## src/rtl/md_hazard_ctrl.sv

```systemverilog
// rtl/md_hazard_ctrl.sv - multiply/divide sequencer and HI/LO interlock
//
// Decodes the E-stage instruction and launches the multi-cycle MD unit. It
// counts the unit's latency, pulses the HI/LO write when the result is ready,
// and stalls the D stage for any MD-class instruction while the unit is busy.
//
// Optional feature: define MD_CANCEL_EN to honour the cancel input.
//
// Ports:
//   clk       rising-edge clock
//   reset     synchronous reset, active-low
//   IR_D      instruction in D stage
//   IR_E      instruction in E stage
//   valid_E   IR_E is a real instruction (0 = bubble/flushed)
//   cancel    abort in-flight operation (MD_CANCEL_EN builds only)
//   md_start  one-cycle launch pulse to the MD datapath (combinational)
//   md_op     latched op: 00 mult, 01 multu, 10 div, 11 divu
//   md_busy   MD unit occupied (combinational)
//   stall_D   freeze PC and D register, bubble into E
//   hilo_we   write HI/LO from the MD result this cycle

module md_hazard_ctrl #(
    parameter int MULT_CYCLES = 5,
    parameter int DIV_CYCLES  = 10,
    parameter int CNT_W       = 4
) (
    input  logic        clk,
    input  logic        reset,
    input  logic [31:0] IR_D,
    input  logic [31:0] IR_E,
    input  logic        valid_E,
    input  logic        cancel,
    output logic        md_start,
    output logic [1:0]  md_op,
    output logic        md_busy,
    output logic        stall_D,
    output logic        hilo_we
);

    typedef enum logic {
        IDLE = 1'b0,
        BUSY = 1'b1
    } state_t;

    // The counter is loaded with N-1 so that cnt reaches zero exactly N
    // cycles after the launch cycle.
    localparam logic [CNT_W-1:0] MULT_LOAD = CNT_W'(MULT_CYCLES - 1);
    localparam logic [CNT_W-1:0] DIV_LOAD  = CNT_W'(DIV_CYCLES - 1);

    state_t           state;
    logic [CNT_W-1:0] cnt;

    logic special_e;
    logic special_d;
    logic md_e;
    logic mdcls_d;
    logic cancel_act;

    // mult/multu/div/divu share funct 0110xx; mfhi/mthi/mflo/mtlo share 0100xx.
    assign special_e = (IR_E[31:26] == 6'b000000);
    assign special_d = (IR_D[31:26] == 6'b000000);
    assign md_e      = valid_E & special_e & (IR_E[5:2] == 4'b0110);
    assign mdcls_d   = special_d & ((IR_D[5:2] == 4'b0110) | (IR_D[5:2] == 4'b0100));

`ifdef MD_CANCEL_EN
    assign cancel_act = cancel;
`else
    assign cancel_act = 1'b0;
`endif

    assign md_start = (state == IDLE) & md_e & ~cancel_act;
    assign md_busy  = md_start | (state == BUSY);
    assign stall_D  = mdcls_d & md_busy;
    // A reset asserted in the completion cycle also aborts the write.
    assign hilo_we  = (state == BUSY) & (cnt == '0) & ~cancel_act & reset;

    always_ff @(posedge clk) begin
        if (!reset) begin
            state <= IDLE;
            cnt   <= '0;
            md_op <= 2'b00;
        end else begin
            case (state)
                IDLE: begin
                    if (md_start) begin
                        md_op <= IR_E[1:0];
                        cnt   <= IR_E[1] ? DIV_LOAD : MULT_LOAD;
                        state <= BUSY;
                    end
                end
                BUSY: begin
                    // A new md_E arriving here is ignored; the pipeline
                    // holds further MD ops in D via stall_D.
                    if (cancel_act) begin
                        state <= IDLE;
                        cnt   <= '0;
                    end else if (cnt == '0) begin
                        state <= IDLE;
                    end else begin
                        cnt <= cnt - 1'b1;
                    end
                end
                default: begin
                    state <= IDLE;
                    cnt   <= '0;
                end
            endcase
        end
    end

    logic unused_bits;
    assign unused_bits = ^{IR_D[25:6], IR_E[25:6], cancel};

endmodule
```

## config.mk

```make
export PLATFORM = sky130hd
export DESIGN_NAME = md_hazard_ctrl
export DESIGN_NICKNAME = d
export VERILOG_FILES = /design/src/rtl/md_hazard_ctrl.sv
export SDC_FILE = /design/constraint.sdc
export NUM_CORES = 1
export LEC_CHECK = 0
export CELL_PAD_IN_SITES_DETAIL_PLACEMENT = 0
export CELL_PAD_IN_SITES_GLOBAL_PLACEMENT = 2
export CORE_ASPECT_RATIO = 2
export CORE_MARGIN = 2
export CORE_UTILIZATION = 10
export CTS_BUF_LIST = sky130_fd_sc_hd__clkbuf_2
export DETAILED_ROUTE_END_ITERATION = 7
export PLACE_DENSITY = 0.82
export SLEW_MARGIN = 20
export SYNTH_ARGS = -nofsm -noshare
export SYNTH_HDL_FRONTEND = slang
export SYNTH_SLANG_ARGS = --single-unit
```

## constraint.sdc

```tcl
create_clock -name clk -period 1.5 [get_ports clk]
set_input_delay 0.3 -clock clk [delete_from_list [all_inputs] [get_ports clk]]
set_output_delay 0.3 -clock clk [all_outputs]
set_load 0.01 [all_outputs]
```

; Word level (Yosys, flattened, before mapping)
; Cells that the tools add are included.
[classes]
n_addsub = 1
eq_ne = 5
n_mux = 7
bitwise = 10
reduce_logical = 5
[op_table]
columns = cell, n
row1 = $eq 4x3->1 const B, 3
row2 = $logic_not 6->1, 2
row3 = $mux 4, 3
row4 = $pmux 4 s2, 1
row5 = $and 1x1->1, 7
row6 = $logic_not 4->1, 1
row7 = $ne 2x2->1 const B, 2
row8 = $reduce_and 2->1, 2
row9 = $sub 4x1->4 const B, 1
row10 = $mux 1, 2
row11 = $or 1x1->1, 2
row12 = $pmux 1 s2, 1
row13 = $not 1->1, 1
[totals]
register_bits = 7
input_bits = 68
out_inout_bits = 6
word_cells = 31

; Logic depth before layout (Yosys ltp)
[logic_depth]
ltp_word = 6
depth_mapped = 5
ltp_nobuf = 5

; Worst setup path before layout
; OpenSTA, ideal clock, no wires.
[synth_path]
path_type = input port to output port
from = input port IR_E[27]
to = output port md_start
arrival_ns = 1.100
slack_ns = 0.100
stages = 2
path_buffers = 0
cell_sequence = or4_4 nor4_4
[synth_via]
elab_chain_cells = 4
[synth_rtl]
columns = item, line_no
row1 = "start, declared", 30  ; input logic [31:0] IR_E,
row2 = $logic_not 6->1, 60  ; assign special_e = (IR_E[31:26] == 6'b000000);
row3 = $and 1x1->1 (2 in a row), 62  ; assign md_e = valid_E & special_e & (IR_E[5:2] == 4'b0110);
row4 = $and 1x1->1, 71  ; assign md_start = (state == IDLE) & md_e & ~cancel_act;
row5 = "end, declared", 33  ; output logic md_start,
; Every way passes these cells.

; Final worst setup path
[layout_path]
from = input port IR_E[26]
to = output port md_start
; Same word-level chain as after synthesis.

==> metrics.md <==
| Metric | Value |
|---|---|
| Status | `complete, but fails checks` |
| Failing checks | `setup timing` |
| Setup-failing EPs final | `3` |
| I/O pin total | `74` |
| GRT Total Usage | `0.06570` |
| Met3 Use GR | `0.02714` |
| Post-DP HPWL | `1.401 mm` |
| # hold bufs at CTS | `0` |
| Rows | `36` |
| Initial Util | `0.1042` |
| Layout Nets | `roughly 180` |
| Die height | `105.2 µm` |
| Gp weighted congestion | `between 0.7 and 0.8` |
| Initial antenna violation count | `0` |
| Vias | `roughly 670` |
| Crit path required time | `1200 ps` |
| Placed Cells incl. Taps | `157` |
| Worst Path Arrival | `1300 ps` |
| Antenna Cells | `0` |
| Die width | `54.59 µm` |
| Capture point of the worst reg-to-reg path | `cnt[3]$_SDFFE_PN0P_` |
| Crit path launch | `IR_E[26]` |
| DR vias/cell | `~4.0` |
| Total iterations of the first detailed-routing run | `4` |
| Slowest CP cell | `or4_4` |
| Unrepaired setup endpoints after global routing | `true` |
| First-pass GRT wire length | `2.794 mm` |
| DRC Markers | `0` |
| Area Overhead vs Synth | `131.5%` |
| Drt total wl | `1.978 mm` |
| CTS H-tree lvls | `1` |
| CTS root buffer | `clkbuf_2` |
| Yosys reg bits | `7` |
| DP Area | `approximately 1000 µm²` |
| Power density cells | `roughly 370 nW/µm²` |
| Max Freq | `626.2 MHz` |
| Die area | `roughly 5700 µm²` |
| Post-route setup slack | `-96.98 ps` |
| GR Util met2 | `0.1173` |
| CP Capture Type | `output port` |
| Fin. max-slew vios | `0` |
| CTS clk-pin slew, worst paths | `80 ps` |
| Netlist cell types | `34` |
| PortBufs | `29` |
| Num CTS Buffers | `3` |
| Most frequent cells in the layout | `23 x buf_4, 8 x clkdlybuf4s50_1, 7 x buf_6, 7 x buf_2, 6 x dlygate4sd2_1` |
| Layout Cells excl Fill | `169` |
| Syn_area_per_cell | `9.304 µm²` |
| Post-synthesis sequential area ratio | `0.2738` |
| Grt total ovfl | `0` |
| Largest net degree at the start of global routing | `8` |
| Critical Path, Cell by Cell | `buf_6, or4_4, nor4_4, buf_2` |
| # Max-Cap Violations | `0` |
| Reg2reg start | `cnt[2]$_SDFFE_PN0P_` |
| Hold WC Path Type | `reg2reg` |
| Crit path time final | `1597 ps` |
| Post-route cell area | `about 1200 µm²` |
| CTS max path bufs | `2` |
| Final ANT Viol Nets | `0` |
| Fillers | `530` |
| Critical Path Sink | `md_start` |
| Cell count after synthesis | `55` |
| Number of global-route vias before repair | `691` |
| Startpoint types | `primary input` |
| Delay-heaviest family, CP | `simple AND/OR/NAND/NOR gates` |
| Fin crit share | `1.065` |
| Synthesized area | `511.7 µm²` |
| Share of cells above drive strength 1 | `0.6161` |
| Final Hold Vio Count | `0` |
| Critical Path Stages | `4` |
| Slew headroom | `0.7720` |
| WP buf/inv | `2` |
| Slew @ Worst Pin | `337.2 ps` |
| R2R depth | `4` |
| CP peak stage delay | `550 ps` |
| Gr busiest metal | `met2` |
| Wirelength per Cell | `11.70 µm` |
| Crit Path Max Fanout | `2` |
| Core area | `4910 µm²` |
| Clock sinks | `7` |
| Static Leakage | `0.5073 nW` |
| Commonest non-fill, non-tap cell in the layout | `buf_4` |
| CTS tree | `done` |
| Skew final | `roughly 5.4 ps` |
| Clock Latency Late Sink | `230 ps` |
| Post-Syn Nets | `125` |
| YS warnings | `0` |
| Violation count after the first detailed-route iteration | `2` |
| Reg2reg setup slack | `30 ps` |
| Max IR drop VDD | `0.3115 mV` |
| Setup CP Type | `in2out` |
| Met1 GRT Util | `0.06830` |
[cells in the mapped netlist (all sizes together)]
library cell | number | area, µm²
or4 | 1 | 11.26
o41ai | 1 | 8.760
nor3b | 1 | 7.510
nor2 | 3 | 11.26
o211a | 1 | 10.01
o21ai | 1 | 5.000
or4b | 1 | 10.01
a2bb2oi | 1 | 8.760
or3b | 1 | 8.760
a2111oi | 1 | 8.760
inv | 5 | 18.77
ha | 2 | 25.02
a21oi | 1 | 5.000
nand2b | 1 | 6.260
nand4bb | 2 | 38.79
nand4 | 1 | 6.260
nor4bb | 2 | 20.02
nand3 | 1 | 5.000
xnor2 | 1 | 8.760
nor4 | 3 | 33.78
and2 | 1 | 6.260
dfxtp | 7 | 140.1
nor3 | 1 | 5.000
mux2i | 2 | 20.02
mux2 | 1 | 11.26
nor2b | 2 | 12.51
a31oi | 2 | 12.51
o32ai | 1 | 8.760
buf | 1 | 5.000
nand4b | 1 | 8.760
o311ai | 1 | 8.760
nand2 | 4 | 15.01
[routing by layer]
metal	vias to the layer above	share of wire	wire length [µm]
met4	0	0	0
li1	324	-	-
met2	33	0.54	1070
met1	312	0.36	718
met3	0	0.095	188
met5	-	0	0
[tightest hold or removal path, cell delays in order (launching register included)]
cell     delay [ps]
dfxtp_1         320
o41ai_1          50
a21oi_1          60
[cell families after synthesis]
kind of cell / share of synthesized area
AND/OR/NAND/NOR: 0.4034
buffers and inverters: 0.04645
adder cells (fa/ha/maj): 0.04889
flip-flops: 0.2738
multiplexers: 0.06112
XOR/XNOR: 0.01712
AO/OA/AOI/OAI: 0.1491
[state kept, by name, indices dropped and copies added, names as in the netlist]
| signal | count |
|---|---|
| md_op | 2 |
| state | 1 |
| cnt | 4 |
[timing repair]
| item | 4_1_cts | 5_1_grt |
|---|---|---|
| setup endpoints to repair | 10 | 6 |
| buffers inserted | 5 | 3 |
| gates resized for setup | 81 | 23 |
| pin swaps | 11 | 8 |
[worst min-delay path by stage]
stage / slack [ps] / cells after the start / endpoint / from
after floorplan: 430 / 1 / cnt[1]$_SDFFE_PN0P_ / reset
after CTS: 380 / 4 / md_op[1]$_SDFFE_PN0P_ / IR_E[30]
after global placement: 440 / 2 / md_op[0]$_SDFFE_PN0P_ / md_op[0]$_SDFFE_PN0P_
final: 470 / 2 / md_op[1]$_SDFFE_PN0P_ / md_op[1]$_SDFFE_PN0P_
after global routing: 490 / 2 / md_op[1]$_SDFFE_PN0P_ / md_op[1]$_SDFFE_PN0P_
after detailed placement: 450 / 2 / md_op[0]$_SDFFE_PN0P_ / md_op[0]$_SDFFE_PN0P_
[metrics by stage]
step	util	TNS (ps)	power, mW	hold slack, ps	worst slack (ps)
finish	0.2413	-166.6	0.4414	471.4	-96.98
detailed placement	0.2029	-5428	0.2945	449.2	-860.1
global placement	0.2029	-5125	0.2921	444.4	-819.1
floorplan	-	0	0.2091	433.4	99.63
CTS	0.2181	-184.1	0.4412	375.7	-157.2
global route	0.2413	-384.8	0.4669	493.6	-124.0
[where the power goes]
part           switching [mW]  internal [mW]  leakage [nW]  total [mW]
registers            0.000118          0.184        0.0587       0.184
logic                  0.0393         0.0757         0.432       0.115
clock network          0.0714         0.0709        0.0166       0.142
[layout make-up]
type                       instances  area (µm²)  area share
clock buffer                       4       20.02     0.01690
inverter                           5       18.77     0.01584
multi-input combinational         42       471.7      0.3981
sequential                         7       147.6      0.1246
tap                               57       71.32     0.06019
timing repair buffer              54       455.4      0.3844
(Power assumes the default switching activity.)
